### src/rtl/fetch_pcgen.sv
// Fetch stage / program-counter generator.
// Holds the issue PC, drives a synchronous-read instruction memory and hands
// a valid-tagged instruction with its PC and PC+INC to decode. Redirects from
// execute squash the in-flight slot. Misaligned register/jump targets are
// diverted to the trap vector and reported for one cycle.
module fetch_pcgen #(
  parameter int unsigned       ADDR_W     = 32,
  parameter int unsigned       INSTR_W    = 32,
  parameter logic [ADDR_W-1:0] RESET_PC   = 32'h0000_0000,
  parameter int unsigned       INC        = 4,
  parameter int unsigned       ALIGN_BITS = 2,
  parameter logic [ADDR_W-1:0] TRAP_VEC   = 32'h0000_0080,
  parameter int unsigned       CNT_W      = 16
) (
  input  logic               clock,
  input  logic               reset,
  input  logic               stall,
  input  logic [1:0]         SEL_DIR,
  input  logic [ADDR_W-1:0]  DOA_exe,
  input  logic [ADDR_W-1:0]  jump_exe,
  output logic [ADDR_W-1:0]  imem_addr,
  output logic               imem_en,
  input  logic [INSTR_W-1:0] imem_data,
  output logic [INSTR_W-1:0] instr_id,
  output logic [ADDR_W-1:0]  PC_id,
  output logic [ADDR_W-1:0]  PC_4,
  output logic               valid_id,
  output logic               misalign,
  output logic [ADDR_W-1:0]  bad_addr,
  output logic [CNT_W-1:0]   fetch_cnt
);

  localparam logic [ADDR_W-1:0] INC_C        = ADDR_W'(INC);
  localparam logic [ADDR_W-1:0] ALIGN_MASK_C = ADDR_W'((64'd1 << ALIGN_BITS) - 64'd1);
  localparam logic [ADDR_W-1:0] ADDR_ZERO_C  = {ADDR_W{1'b0}};
  localparam logic [CNT_W-1:0]  CNT_ZERO_C   = {CNT_W{1'b0}};
  localparam logic [CNT_W-1:0]  CNT_ONE_C    = CNT_W'(1);
  localparam logic [CNT_W-1:0]  CNT_MAX_C    = {CNT_W{1'b1}};

  // True when any of the low ALIGN_BITS bits of the address are set.
  function automatic logic is_misaligned(input logic [ADDR_W-1:0] addr);
    return (addr & ALIGN_MASK_C) != ADDR_ZERO_C;
  endfunction

  // Architectural state
  logic [ADDR_W-1:0] pc_r;
  logic [ADDR_W-1:0] f_pc_r;
  logic [ADDR_W-1:0] pc4_r;
  logic              f_valid_r;
  logic              misalign_r;
  logic [ADDR_W-1:0] bad_addr_r;
  logic [CNT_W-1:0]  cnt_r;

  // Next-state values
  logic [ADDR_W-1:0] pc_s;
  logic [ADDR_W-1:0] f_pc_s;
  logic [ADDR_W-1:0] pc4_s;
  logic              f_valid_s;
  logic              misalign_s;
  logic [ADDR_W-1:0] bad_addr_s;
  logic [CNT_W-1:0]  cnt_s;
  logic [ADDR_W-1:0] target_s;
  logic              redirect_s;

  // Select the redirect target from the execute-stage sources.
  always_comb begin
    target_s   = pc_r;
    redirect_s = 1'b0;
    case (SEL_DIR)
      2'b01: begin
        target_s   = DOA_exe;
        redirect_s = 1'b1;
      end
      2'b10: begin
        target_s   = jump_exe;
        redirect_s = 1'b1;
      end
      2'b11: begin
        target_s   = TRAP_VEC;
        redirect_s = 1'b1;
      end
      default: begin
        target_s   = pc_r;
        redirect_s = 1'b0;
      end
    endcase
  end

  // Next PC, outbound slot and trap reporting: redirect beats stall beats sequential.
  always_comb begin
    pc_s       = pc_r;
    f_pc_s     = f_pc_r;
    pc4_s      = pc4_r;
    f_valid_s  = f_valid_r;
    misalign_s = 1'b0;
    bad_addr_s = bad_addr_r;
    if (redirect_s) begin
      // The address issued this cycle is on the wrong path: squash its slot.
      f_valid_s = 1'b0;
      f_pc_s    = pc_r;
      pc4_s     = pc_r + INC_C;
      if ((SEL_DIR != 2'b11) && is_misaligned(target_s)) begin
        pc_s       = TRAP_VEC;
        misalign_s = 1'b1;
        bad_addr_s = target_s;
      end else begin
        pc_s = target_s;
      end
    end else if (stall) begin
      pc_s      = pc_r;
      f_pc_s    = f_pc_r;
      pc4_s     = pc4_r;
      f_valid_s = f_valid_r;
    end else begin
      f_valid_s = 1'b1;
      f_pc_s    = pc_r;
      pc4_s     = pc_r + INC_C;
      pc_s      = pc_r + INC_C;
    end
  end

  // Saturating count of slots accepted by decode.
  always_comb begin
    cnt_s = cnt_r;
    if (f_valid_r && !stall && (cnt_r != CNT_MAX_C)) begin
      cnt_s = cnt_r + CNT_ONE_C;
    end else begin
      cnt_s = cnt_r;
    end
  end

  // State register with synchronous reset overriding every other action.
  always_ff @(posedge clock) begin
    if (reset) begin
      pc_r       <= RESET_PC;
      f_pc_r     <= RESET_PC;
      pc4_r      <= RESET_PC + INC_C;
      f_valid_r  <= 1'b0;
      misalign_r <= 1'b0;
      bad_addr_r <= ADDR_ZERO_C;
      cnt_r      <= CNT_ZERO_C;
    end else begin
      pc_r       <= pc_s;
      f_pc_r     <= f_pc_s;
      pc4_r      <= pc4_s;
      f_valid_r  <= f_valid_s;
      misalign_r <= misalign_s;
      bad_addr_r <= bad_addr_s;
      cnt_r      <= cnt_s;
    end
  end

  // The memory keeps its last read data while disabled, so a stalled slot stays stable.
  assign imem_addr = pc_r;
  assign imem_en   = !stall && !reset;
  assign instr_id  = imem_data;
  assign PC_id     = f_pc_r;
  assign PC_4      = pc4_r;
  assign valid_id  = f_valid_r;
  assign misalign  = misalign_r;
  assign bad_addr  = bad_addr_r;
  assign fetch_cnt = cnt_r;

endmodule

### config.mk
export PLATFORM = sky130hd
export DESIGN_NAME = fetch_pcgen
export DESIGN_NICKNAME = d
export VERILOG_FILES = /design/src/rtl/fetch_pcgen.sv
export SDC_FILE = /design/constraint.sdc
export NUM_CORES = 1
export LEC_CHECK = 0
export BUFFER_PORTS_ARGS = -buffer_cell sky130_fd_sc_hd__buf_2
export CORE_MARGIN = 2
export CORE_UTILIZATION = 30
export CTS_CLUSTER_SIZE = 20
export DETAILED_ROUTE_END_ITERATION = 10
export PLACE_DENSITY_LB_ADDON = 0.12
export SLEW_MARGIN = 0
export SYNTH_ARGS = -nofsm -noshare
export SYNTH_HDL_FRONTEND = slang
export SYNTH_SLANG_ARGS = --single-unit
### constraint.sdc
create_clock -name clock -period 2.09 [get_ports clock]
set_input_delay 0.209 -clock clock [delete_from_list [all_inputs] [get_ports clock]]
set_output_delay 0.209 -clock clock [all_outputs]
set_load 0.02 [all_outputs]
# Word level (Yosys, flattened, before mapping)
# Index checks and enable logic that the tools add are counted.
dict set report op_classes {
  addsub 2
  eq_ne 6
  bitwise_logic 1
  muxes 9
  reduce_logical 11
}
# op n
set op_table {}
lappend op_table {{32-bit two-way mux} 6}
lappend op_table {{32-bit case mux with 3 select lines} 1}
lappend op_table {{32-bit by 3-bit adder with 32-bit output (second input constant)} 1}
lappend op_table {{32-bit nonzero test} 1}
lappend op_table {{16-bit by 1-bit adder with 16-bit output (second input constant)} 1}
lappend op_table {{16-bit != test (second input constant)} 1}
lappend op_table {{2-bit equality test (second input constant)} 2}
lappend op_table {{1-bit logical AND} 4}
lappend op_table {{2-bit OR reduction} 2}
lappend op_table {{3-bit OR reduction} 1}
lappend op_table {{2-bit by 1-bit equality test with 1-bit output (second input constant)} 1}
lappend op_table {{1-bit zero test} 2}
lappend op_table {{1-bit two-way mux} 2}
lappend op_table {{2-bit by 1-bit != test with 1-bit output (second input constant)} 1}
lappend op_table {{2-bit != test (second input constant)} 1}
lappend op_table {{2-bit AND reduction} 1}
lappend op_table {{1-bit NOT} 1}
dict set report totals {
  ff_bits 146
  out_inout_bits 179
  input_bits 101
  elab_cells 36
}

# Depth between registers and ports, before layout
dict set report depth {
  word_depth 6
  mapped_depth 8
  depth_no_buf 6
}

# Worst setup path before layout
# No wires, ideal clock.
dict set report synth_path {
  path_kind {flip-flop to flip-flop}
  start {reg pc_r[3] (netlist: imem_addr[3])}
  end {reg pc4_r[28] (netlist: PC_4[28])}
  t_required_ns 1.958
  setup_slack_ns -0.015
  setup_ns 0.132
  t_arrival_ns 1.973
  period_less_slack_ns 2.105
  n_path_buf 1
  path_stages_with_launch 8
  cell_sequence {dfxtp_1 -> ha_1 -> nand4_1 -> or4_4 -> buf_6 -> o21a_1 -> nor3_1 -> nor3_1}
}
dict set report synth_between {
  elab_chain_cells 3
}
# element line_no
set synth_lines {}
lappend synth_lines {{start: declaration} 46} ;# logic [ADDR_W-1:0] pc_r;
lappend synth_lines {{start signal: assignment} 143} ;# pc_r <= pc_s;
lappend synth_lines {{32-bit by 3-bit adder with 32-bit output *} {101, 117}}
lappend synth_lines {{32-bit two-way mux} 109} ;# end else if (stall) begin
lappend synth_lines {{32-bit two-way mux *} 97} ;# if (redirect_s) begin
lappend synth_lines {{end signal: assignment} 137} ;# pc4_r <= RESET_PC + INC_C;
lappend synth_lines {{end signal: assignment} 145} ;# pc4_r <= pc4_s;
lappend synth_lines {{end: declaration} 48} ;# logic [ADDR_W-1:0] pc4_r;
# Every way passes the cells marked *; elsewhere a longest branch is shown, timed or not. The select of a mux whose other input is x is not followed.
# A chain may end at the register's enable or synchronous reset.

# Worst setup path after layout
dict set report layout_path {
  start {reg pc_r[2] (netlist: imem_addr[2])}
  end {reg pc4_r[28] (netlist: PC_4[28])}
}
# The elaborated chain is that of the path after synthesis.

==> metrics <==
DP HPWL 18600 um; Fin. Hold Viols 0; fraction of registers with async set/reset 0; antenna violations before repair 2; Worst Setup Start Kind register; MaxCap Viol Count 0; clock transition at the registers of the reported paths 0.06 ns; CP required 2.38 ns; Mapped Avg Cell Area 8.282 um^2; total track usage 0.1967; hold crit path type input port to register; cells along the critical path ha_2 -> nand4_1 -> or4_4 -> buf_12 -> o21a_1 -> nor3_2 -> nor3_1; total gr overflow 0; Post-Syn Instances 872; hold worst-path end bad_addr[1]; min cycle time layout approximately 2.0 ns; leak pwr 3.912 nW; critical path class register to register; crit path DAT roughly 2.3 ns; Buffers & Inverters on Critical Path 1; Final ANT Viol Nets 0; EDFF count, synth 0; Post-DP Area 0.008517 mm^2; RR Startpoint imem_addr[2]; Clock Sinks 144; Netlist cell types 60; Nets around 1200; Max Root-Sink Buffers 2; IO Pins between 200 and 300; worst hold path startpoint jump_exe[1]; syn nets 975; reg2reg path depth 7; via-per-instance ratio 4.832; Area Overhead vs Synth 27.67%; worst skew pair latency 0.42 ns; Setup crit start imem_addr[2]; fin area a little over 0.009 mm^2; TritonCTS clock tree yes; Cell Pwr Density 768.3 mW/mm^2; die height roughly 160 um; FMAX 0.4954 GHz; Core ar. 0.02354 mm^2; post-synthesis sequential area ratio 0.3992; vias in the first global route approximately 6500; setup slack, reg-to-reg around 0.07 ns; post-synth top area cell dfxtp_1; Clock Tree Root clkbuf_16; most frequent cells in the layout buf_2, dfxtp_1, nor2_1; Yosys reg bits 144; synthesized cell area 0.007222 mm^2; DRC 0; measured slew at the worst slew-check pin 0.7173 ns; YS warnings 0; drt first pass iters 5; PortBufs between 200 and 250; Critical Path Slowest Stage Cell or4_4; Hold WS roughly 0.10 ns; unrepaired setup endpoints after global routing yes; Routed WL 25480 um; CP peak stage delay 0.59 ns; Crit. End Element register; cell family with most CP delay simple AND/OR/NAND/NOR gates; largest net degree at the start of global routing 105; CTS buffer count 17; relative max-transition margin 0.5218; Setup WS post-layout just over 0.07 ns; Starting Density 0.3068; FP Rows 56; layout cell share with drive strength beyond 1 0.3187; Die ar. between 0.02 and 0.03 mm^2; H-tree depth 4; Worst R2R End PC_4[28]; worst-path maximum fanout 5; final worst clock skew 0.009317 ns; ys flop type dfxtp_1; Final period util 0.9658; WHS Path Cells 3; Die X 159.2 um; DR WL/cell approximately 18 um; final setup vio count 0; Synth area leaders dfxtp_1, nor2_1, a211oi_1; Final Max Tran Viols 0; VDD IR-drop max approximately 480 uV; first-pass GRT wire length 39100 um; routability cong. 0.8444; via count 6716; status finished clean; worst slack, placed 0.1064 ns; Initial DRC Count 408; most common library cell in the layout ignoring fill and taps buf_2; Yosys top cell area share 0.3992
==> routing by layer <==
metal / vias up / wire length [um] / track usage
met2: 200 / 11260 / 0.2960
met5: - / 13 / 0
met3: 24 / 1726 / 0.05731
li1: 3385 / - / -
met1: 3105 / 12180 / 0.2729
met4: 2 / 305 / 0.05702
==> registers in the layout (all words and copies together), names as in the netlist <==
name / count
PC_id: 32
bad_addr: 32
imem_addr: 32
PC_4: 30
fetch_cnt: 16
misalign: 1
valid_id: 1
==> synthesized netlist by cell type (all sizes together), types with 18 or more instances <==
cell type,instances
a211oi,49
a21oi,70
buf,72
clkbuf,42
dfxtp,144
mux2i,35
nand2,92
nand3,18
nor2,128
nor3,34
o22ai,20
xnor2,34
==> cells by family (layout without fill, tap and decap cells) <==
logic type	count (synthesis)	after routing	synth area share
other cells	0	1	0
flops	144	144	0.3992
mux	35	35	0.04851
compound gates	184	184	0.1667
fa+ha+maj	2	2	0.003464
xor+xnor	50	50	0.06064
simple gates	339	339	0.2197
buf+inv	118	316	0.1019
==> power breakdown <==
part / internal (mW) / switching [mW]
Sequential: 2.87 / 0.0715
Combinational: 0.383 / 0.651
Clock: 1.81 / 1.30
Total: 5.06 / 2.02
==> timing repair <==
item	in CTS	in global routing
setup endpoints to repair	0	6
setup buffers	0	7
hold buffers	0	0
gates resized for setup	0	13
==> metrics by stage <==
stage	setup TNS, ns	power [mW]	std cells	util
finish	0	7.084	1390	0.3916
floorplan	0	3.705	872	-
CTS	0	7.161	1382	0.3871
detailed placement	0	4.036	1350	0.3618
global placement	0	4.035	1350	0.3618
global route	-0.06165	7.381	1390	0.3916
==> worst register-to-register path: stages (launching register included) <==
cell	delay, ns
dfxtp_4	0.36
ha_2	0.17
nand4_1	0.18
or4_4	0.59
buf_12	0.15
o21a_1	0.21
nor3_2	0.15
nor3_1	0.06
==> worst max-delay path by stage <==
stage,cells after the start,to
after CTS,6,PC_4[22]
after detailed placement,6,PC_4[28]
after floorplan,7,PC_4[28]
after global routing,8,PC_4[20]
final,7,PC_4[28]
after global placement,6,PC_4[28]
==> final cells by class <==
type	count	area (um^2)
diodes	1	2.502
clock buffers	19	442.9
clock inverters	13	152.6
fillers	2532	14320
inverters	4	15.01
multi-input cells	610	3664
flip-flops and latches	144	2890
well taps	319	399.1
repair buffers	280	1654
No activity file was read; power rests on OpenSTA's default activity.
